--- src/rtl/spi_master_ctrl.sv ---
// Single-transaction SPI master (mode 0, MSB first) driving a shared chip-select plus a 2-bit slave code.
// Optional build macro SPI_LOOPBACK_EN adds a LOOPBACK input that feeds MOSI back into the receive sampler.
module spi_master_ctrl #(
    parameter int MAX_BITS = 32,
    parameter int CLK_DIV  = 4
) (
    input  logic                CLK,
    input  logic                RST_N,
    input  logic                START,
    input  logic [1:0]          SLAVE_IN,
    input  logic [5:0]          NUM_BITS,
    input  logic [MAX_BITS-1:0] TX_DATA,
`ifdef SPI_LOOPBACK_EN
    input  logic                LOOPBACK,
`endif
    output logic                BUSY,
    output logic                DONE,
    output logic [MAX_BITS-1:0] RX_DATA,
    output logic                SPI_SCLK,
    output logic                SPI_MOSI,
    input  logic                SPI_MISO,
    output logic                SPI_CS,
    output logic [1:0]          SLAVE_SELECT
);

    localparam int              DW         = (CLK_DIV > 1) ? $clog2(CLK_DIV) : 1;
    localparam logic [DW-1:0]   DIV_LAST   = DW'(CLK_DIV - 1);
    localparam logic [6:0]      MAX_BITS_W = 7'(MAX_BITS);

    typedef enum logic [2:0] {
        IDLE,
        SEL,
        SETUP,
        SHIFT_HI,
        SHIFT_LO,
        GAP
    } state_t;

    // Handshake: START is sampled only in IDLE; BUSY rises on the accepting edge and
    // falls on the edge that raises the one-cycle DONE pulse; START while BUSY is dropped.
    state_t              state, state_nxt;
    logic [DW-1:0]       div_cnt, div_nxt;
    logic [5:0]          bit_cnt, bit_nxt;
    logic [MAX_BITS-1:0] tx_shift, tx_nxt;
    logic [MAX_BITS-1:0] rx_shift, rx_nxt;
    logic [MAX_BITS-1:0] rx_q, rx_q_nxt;
    logic                sclk_q, sclk_nxt;
    logic                mosi_q, mosi_nxt;
    logic                cs_q, cs_nxt;
    logic                busy_q, busy_nxt;
    logic                done_q, done_nxt;
    logic [1:0]          ss_q, ss_nxt;
    logic [5:0]          num_clamped;
    logic [6:0]          shamt;
    logic                div_end;
    logic                rx_bit;

    assign num_clamped = ({1'b0, NUM_BITS} > MAX_BITS_W) ? MAX_BITS_W[5:0] : NUM_BITS;
    // TX is MSB-aligned at accept so the serialiser always reads the top bit.
    assign shamt       = MAX_BITS_W - {1'b0, num_clamped};
    assign div_end     = (div_cnt == DIV_LAST);

`ifdef SPI_LOOPBACK_EN
    logic lb_q;

    always_ff @(posedge CLK or negedge RST_N) begin
        if (!RST_N) begin
            lb_q <= 1'b0;
        end else if (state == IDLE && START) begin
            lb_q <= LOOPBACK;
        end
    end

    assign rx_bit = lb_q ? mosi_q : SPI_MISO;
`else
    assign rx_bit = SPI_MISO;
`endif

    always_comb begin
        state_nxt = state;
        div_nxt   = div_cnt;
        bit_nxt   = bit_cnt;
        tx_nxt    = tx_shift;
        rx_nxt    = rx_shift;
        rx_q_nxt  = rx_q;
        sclk_nxt  = sclk_q;
        mosi_nxt  = mosi_q;
        cs_nxt    = cs_q;
        busy_nxt  = busy_q;
        done_nxt  = 1'b0;
        ss_nxt    = ss_q;

        case (state)
            IDLE: begin
                div_nxt = '0;
                if (START) begin
                    ss_nxt    = SLAVE_IN;
                    busy_nxt  = 1'b1;
                    bit_nxt   = num_clamped;
                    tx_nxt    = TX_DATA << shamt;
                    rx_nxt    = '0;
                    state_nxt = SEL;
                end
            end
            SEL: begin
                // SLAVE_SELECT has been stable for a full cycle before CS can fall here.
                div_nxt = '0;
                if (bit_cnt == 6'd0) begin
                    state_nxt = GAP;
                end else begin
                    cs_nxt    = 1'b0;
                    mosi_nxt  = tx_shift[MAX_BITS-1];
                    tx_nxt    = tx_shift << 1;
                    state_nxt = SETUP;
                end
            end
            SETUP: begin
                if (div_end) begin
                    div_nxt   = '0;
                    sclk_nxt  = 1'b1;
                    rx_nxt    = rx_shift << 1;
                    rx_nxt[0] = rx_bit;
                    state_nxt = SHIFT_HI;
                end else begin
                    div_nxt = div_cnt + 1'b1;
                end
            end
            SHIFT_HI: begin
                if (div_end) begin
                    div_nxt   = '0;
                    sclk_nxt  = 1'b0;
                    mosi_nxt  = tx_shift[MAX_BITS-1];
                    tx_nxt    = tx_shift << 1;
                    state_nxt = SHIFT_LO;
                end else begin
                    div_nxt = div_cnt + 1'b1;
                end
            end
            SHIFT_LO: begin
                if (div_end) begin
                    div_nxt = '0;
                    bit_nxt = bit_cnt - 6'd1;
                    if (bit_cnt == 6'd1) begin
                        cs_nxt    = 1'b1;
                        mosi_nxt  = 1'b0;
                        rx_q_nxt  = rx_shift;
                        state_nxt = GAP;
                    end else begin
                        sclk_nxt  = 1'b1;
                        rx_nxt    = rx_shift << 1;
                        rx_nxt[0] = rx_bit;
                        state_nxt = SHIFT_HI;
                    end
                end else begin
                    div_nxt = div_cnt + 1'b1;
                end
            end
            GAP: begin
                if (div_end) begin
                    div_nxt   = '0;
                    done_nxt  = 1'b1;
                    busy_nxt  = 1'b0;
                    state_nxt = IDLE;
                end else begin
                    div_nxt = div_cnt + 1'b1;
                end
            end
            default: begin
                state_nxt = IDLE;
            end
        endcase
    end

    always_ff @(posedge CLK or negedge RST_N) begin
        if (!RST_N) begin
            state    <= IDLE;
            div_cnt  <= '0;
            bit_cnt  <= '0;
            tx_shift <= '0;
            rx_shift <= '0;
            rx_q     <= '0;
            sclk_q   <= 1'b0;
            mosi_q   <= 1'b0;
            cs_q     <= 1'b1;
            busy_q   <= 1'b0;
            done_q   <= 1'b0;
            ss_q     <= 2'd0;
        end else begin
            state    <= state_nxt;
            div_cnt  <= div_nxt;
            bit_cnt  <= bit_nxt;
            tx_shift <= tx_nxt;
            rx_shift <= rx_nxt;
            rx_q     <= rx_q_nxt;
            sclk_q   <= sclk_nxt;
            mosi_q   <= mosi_nxt;
            cs_q     <= cs_nxt;
            busy_q   <= busy_nxt;
            done_q   <= done_nxt;
            ss_q     <= ss_nxt;
        end
    end

    assign BUSY         = busy_q;
    assign DONE         = done_q;
    assign RX_DATA      = rx_q;
    assign SPI_SCLK     = sclk_q;
    assign SPI_MOSI     = mosi_q;
    assign SPI_CS       = cs_q;
    assign SLAVE_SELECT = ss_q;

endmodule
--- config.mk ---
export PLATFORM = sky130hd
export DESIGN_NAME = spi_master_ctrl
export DESIGN_NICKNAME = d
export VERILOG_FILES = /design/src/rtl/spi_master_ctrl.sv
export SDC_FILE = /design/constraint.sdc
export NUM_CORES = 1
export LEC_CHECK = 0
export CORE_ASPECT_RATIO = 1.75
export CORE_UTILIZATION = 55
export CTS_CLUSTER_SIZE = 30
export DETAILED_ROUTE_END_ITERATION = 10
export DONT_BUFFER_PORTS = 1
export PLACE_DENSITY = 0.81
export SYNTH_ARGS = -nofsm -noshare
export SYNTH_HDL_FRONTEND = slang
export SYNTH_SLANG_ARGS = --single-unit
--- constraint.sdc ---
create_clock -name CLK -period 3.9 [get_ports CLK]
set_input_delay 1.17 -clock CLK [delete_from_list [all_inputs] [get_ports CLK]]
set_output_delay 1.17 -clock CLK [all_outputs]
set_load 0.005 [all_outputs]
* After elaboration in Yosys (flattened, before gate mapping)
Cells that the tools add are included.
Operators by class: add/subtract/negate cells 3, $lt $le $gt $ge 1, equality and inequality tests 15, shift-type cells 1, mux-type cells 41, reduce and logical (&&, ||, !) cells 22
Operators by type and width (count):
- 2-to-1 mux 32 bit | 7
- case mux 32 bit (3 select lines) | 2
- left shift 32 x 7 -> 32 bit | 1
- 2-to-1 mux 3 bit | 7
- AND reduction 5 bit | 4
- 2-to-1 mux 6 bit | 3
- case mux 3 bit (6 select lines) | 1
- != test 2 bit (second input constant) | 8
- 2-to-1 mux 1 bit | 14
- case mux 6 bit (2 select lines) | 1
- nonzero test 3 bit | 4
- AND reduction 3 bit | 3
- AND reduction 4 bit | 2
- nonzero test 2 bit | 4
- subtractor 6 x 6 -> 7 bit (first input constant) | 1
- == test 3 x 2 -> 1 bit (second input constant) | 2
- == test 3 bit (second input constant) | 2
- == test 6 x 1 -> 1 bit (second input constant) | 1
- greater-than comparator 6 bit (second input constant) | 1
- logical NOT 6 bit | 1
- case mux 1 bit (3 select lines) | 2
- subtractor 6 x 1 -> 6 bit (second input constant) | 1
- case mux 1 bit (2 select lines) | 2
- case mux 2 bit (2 select lines) | 1
- other kinds (8) | 8
Storage, ports and cells: flip-flop bits (word level) 114, output and inout bits 39, word-level logic and storage cells 95

* Logic depth before layout (Yosys ltp)
word-level depth 6, gate-level depth with buffers 14

* Worst setup path after synthesis
Ideal clock, no wire load.
path kind input-to-reg, from in NUM_BITS[5], to reg tx_shift[31], setup time 0.134 ns, data arrival time 3.526 ns, data required time 3.766 ns, setup slack 0.240 ns, cell stages on the path 12, buffers on the path 5, cells stage by stage buf_6 > buf_2 > buf_2 > nand2b_1 > ha_1 > buf_6 > and2_4 > buf_2 > o2bb2ai_1 > mux4_2 > a2111oi_2 > a21oi_1
On the way: cells in the longest elaborated chain, start to end 6
RTL lines:
- start: declaration | RTL line 11 | input logic [5:0] NUM_BITS,
- greater-than comparator 6 bit | RTL line 58 | assign num_clamped = ({1'b0, NUM_BITS} > MAX_BITS_W) ? MAX_BITS_W[5:0] : NUM_BITS;
- 2-to-1 mux 6 bit (*) | RTL line 58
- subtractor 6 x 6 -> 7 bit (*) | RTL line 60 | assign shamt = MAX_BITS_W - {1'b0, num_clamped};
- left shift 32 x 7 -> 32 bit (*) | RTL line 100 | tx_nxt = TX_DATA << shamt;
- 2-to-1 mux 32 bit (*) | RTL line 96 | if (START) begin
- case mux 32 bit (3 select lines) (*) | RTL line 93 | case (state)
- end signal: assignment | RTL line 192 | tx_shift <= tx_nxt;
- end: declaration | RTL line 44 | logic [MAX_BITS-1:0] tx_shift, tx_nxt;
Mark *: on every way between the ends. The rest lies on a longest branch, timed or not. The select of a mux whose other input is x is not followed. A chain may end at the register's enable or synchronous reset.

* Final worst setup path
Ends and elaborated chain as after synthesis.

==> results by group <==
Finish
  – Final Cell Area: 0.00786 sq mm
  – Area Growth Syn to Fin: 9.43%
  – Util after Layout: 0.625
  – ANT cells: 0
  – Layout Nets: 778
  – Layout cells sized above 1: 0.163
  – Filler instances: 1054

Critical path
  – CP Cell Sequence: nand2b_1, ha_1, and2_4, a2111oi_4, nor3_2, a21boi_1, a2111oi_2, a21oi_1
  – Critical path's largest stage delay: 820 ps
  – Crit Path Class: in -> reg
  – CP required: 4230 ps
  – Worst-path fanout max: 62
  – Critical path launch point type: input pin
  – Cell type group with the largest total delay on the critical path: simple AND/OR/NAND/NOR gates
  – CP bufs+invs: 0
  – Arr. time, crit path: 3610 ps
  – Slowest-stage cell, CP: nor3_2
  – Crit. End Element: register

Floorplan
  – Num rows: 54
  – # IOs: 83
  – Die width: 88.4 microns
  – Core area: 0.0126 sq mm
  – Initial Util: 0.571
  – DIE HEIGHT: 153 microns
  – Die area: 0.0135 sq mm

CTS
  – Cts bufs inserted: 17
  – CTS tree: built
  – CTS root buffer: clkbuf_16
  – H-Tree Depth: 4
  – Clk sinks: 114
  – Post_cts resized: 0
  – Clock Latency Late Sink: 400 ps
  – CTS Hold Bufs: 0
  – Worst-path clk slew: 60 ps
  – CTS max path bufs: 2
  – Postcts setup bufs: 0

Worst hold path
  – Worst min path class: in -> async

Routing
  – Post-detailed-routing wire length: 18400 microns
  – DRC: 0
  – Vias/cell: 6.40
  – Wire length per cell: 20.2 microns
  – Post-route ant nets: 0
  – Vias: 5824
  – Iteration-0 DRC Markers: 309
  – DRT Pass-1 Iters: 5

Logic synthesis
  – Post-synth ARST share: 1.00
  – Unique masters post-synth: 75
  – YS warnings: 0
  – Sequential cell area fraction in the yosys report: 0.398
  – Synth Area per Inst: 9.60 sq um
  – #FFs+latches synth: 114
  – Post-Syn Area: 0.00718 sq mm
  – Most used DFF post-synth: dfrtp_1
  – Post-synth EDFFs: 0
  – Cells after synthesis: 748
  – Mapped Nets: 797

GRT
  – First-pass GRT wire length: 29800 microns
  – Initial antenna violation count: 0
  – GRT overflow: 0
  – Vias in the first global route: 5852
  – Largest net degree at the start of global routing: 115
  – Tot GR Track Use: 0.282

STA
  – Slew Limit Headroom: 0.331
  – Final hold viol count: 0
  – Setup TNS Final: 0 ps
  – Final setup viols: 0
  – RSZ-0062 raised after global routing: false
  – Fin crit period: 3280 ps
  – Max-slew violations: 0
  – Setup clock skew after layout: 11.0 ps
  – Tightest Pin Transition: 999 ps
  – Tcrit/Tclk final: 0.841
  – Fmax: 305 MHz

Run
  – MaxCap Viol Count: 0

Pwr
  – Worst vdd ir: 0.000207 V
  – Leakage: 3.39 nW
  – P per Cell Area: 423 mW/mm^2

Place
  – Placed cell areas: 0.00721 sq mm
  – IO buf count: 0
  – Placer Congestion: 1.03
  – HPWL Detailed: 13100 microns

Run status
  – Status: complete, no violations
## through the flow
step / hold WS, ps / power [mW] / setup WS, ps / instances
floorplan: 446 / 1.58 / 240 / 748
global placement: 459 / 1.66 / 288 / 878
detailed placement: 481 / 1.66 / 253 / 878
CTS: 445 / 3.33 / 677 / 910
global route: 441 / 3.43 / 397 / 910
finish: 462 / 3.32 / 620 / 910
## cells by family after synthesis
family          after synthesis  synth area share
mux                         110             0.185
flops                       114             0.398
fa+ha+maj                     5           0.00872
compound gates              201             0.191
xor+xnor                      5            0.0113
simple gates                248             0.157
buf+inv                      65            0.0493
## synthesized netlist by cell type (all sizes together) (13+ instances only)
cell	n	area, sq um
nor2	71	277
o2bb2ai	21	184
a21oi	31	155
nand2	108	405
o21ai	68	340
nand3	13	65.1
dfrtp	113	2830
mux2i	57	571
clkbuf	25	93.8
nor3	15	91.3
mux4	13	304
buf	32	230
a221oi	16	146
mux2	40	450
## sequential cells by signal, summed over array words and instances (netlist names)
name          count
RX_DATA          32
rx_shift         32
tx_shift         32
bit_cnt           6
state             3
SLAVE_SELECT      2
div_cnt           2
BUSY              1
DONE              1
SPI_CS            1
SPI_MOSI          1
SPI_SCLK          1
## cell usage in the layout (no fill, tap or decap), drive strengths merged, types with 8 or more instances in the layout
cell     count
a21oi       31
a221oi      16
a22oi       11
a31oi        8
buf         19
clkbuf      18
dfrtp      113
inv         11
mux2        40
mux2i       57
mux4        13
nand2      108
nand2b       9
nand3       13
nor2        71
nor3        15
o21ai       68
o2bb2ai     21
## area by class of cell
class	instances	area, sq um	share of cell area
clock buffers	18	439	0.0559
clock inverters	14	203	0.0258
inverters	8	30.0	0.00382
multi-input cells	569	3980	0.506
flip-flops and latches	114	2850	0.363
well taps	168	210	0.0268
repair buffers	19	143	0.0182
## routing by layer
metal | GRT usage | routed length, microns | up-vias
met3 | 0.0545 | 901 | 51
met2 | 0.494 | 9830 | 222
li1 | - | - | 2701
met1 | 0.315 | 6820 | 2850
met4 | 0.141 | 827 | 0
met5 | 0 | 0 | -
## where the power goes
part           switching (mW)  internal [mW]
Combinational           0.264          0.185
Sequential             0.0111           1.20
Clock                   0.568           1.10
Total                   0.843           2.48
## worst paths after layout
kind                       slack, ps  cells after the start              end          from
max                              620                      8     tx_shift[31]   NUM_BITS[5]
min                              460                      0  SLAVE_SELECT[0]         RST_N
max reg2reg                     1180                      7     tx_shift[31]      state[2]
min reg2reg                      490                      2         SPI_MOSI  tx_shift[31]
max in group asynchronous       3260                      0           SPI_CS         RST_N
min in group CLK                 490                      2         SPI_MOSI  tx_shift[31]
No activity file was read; power rests on OpenSTA's default activity.
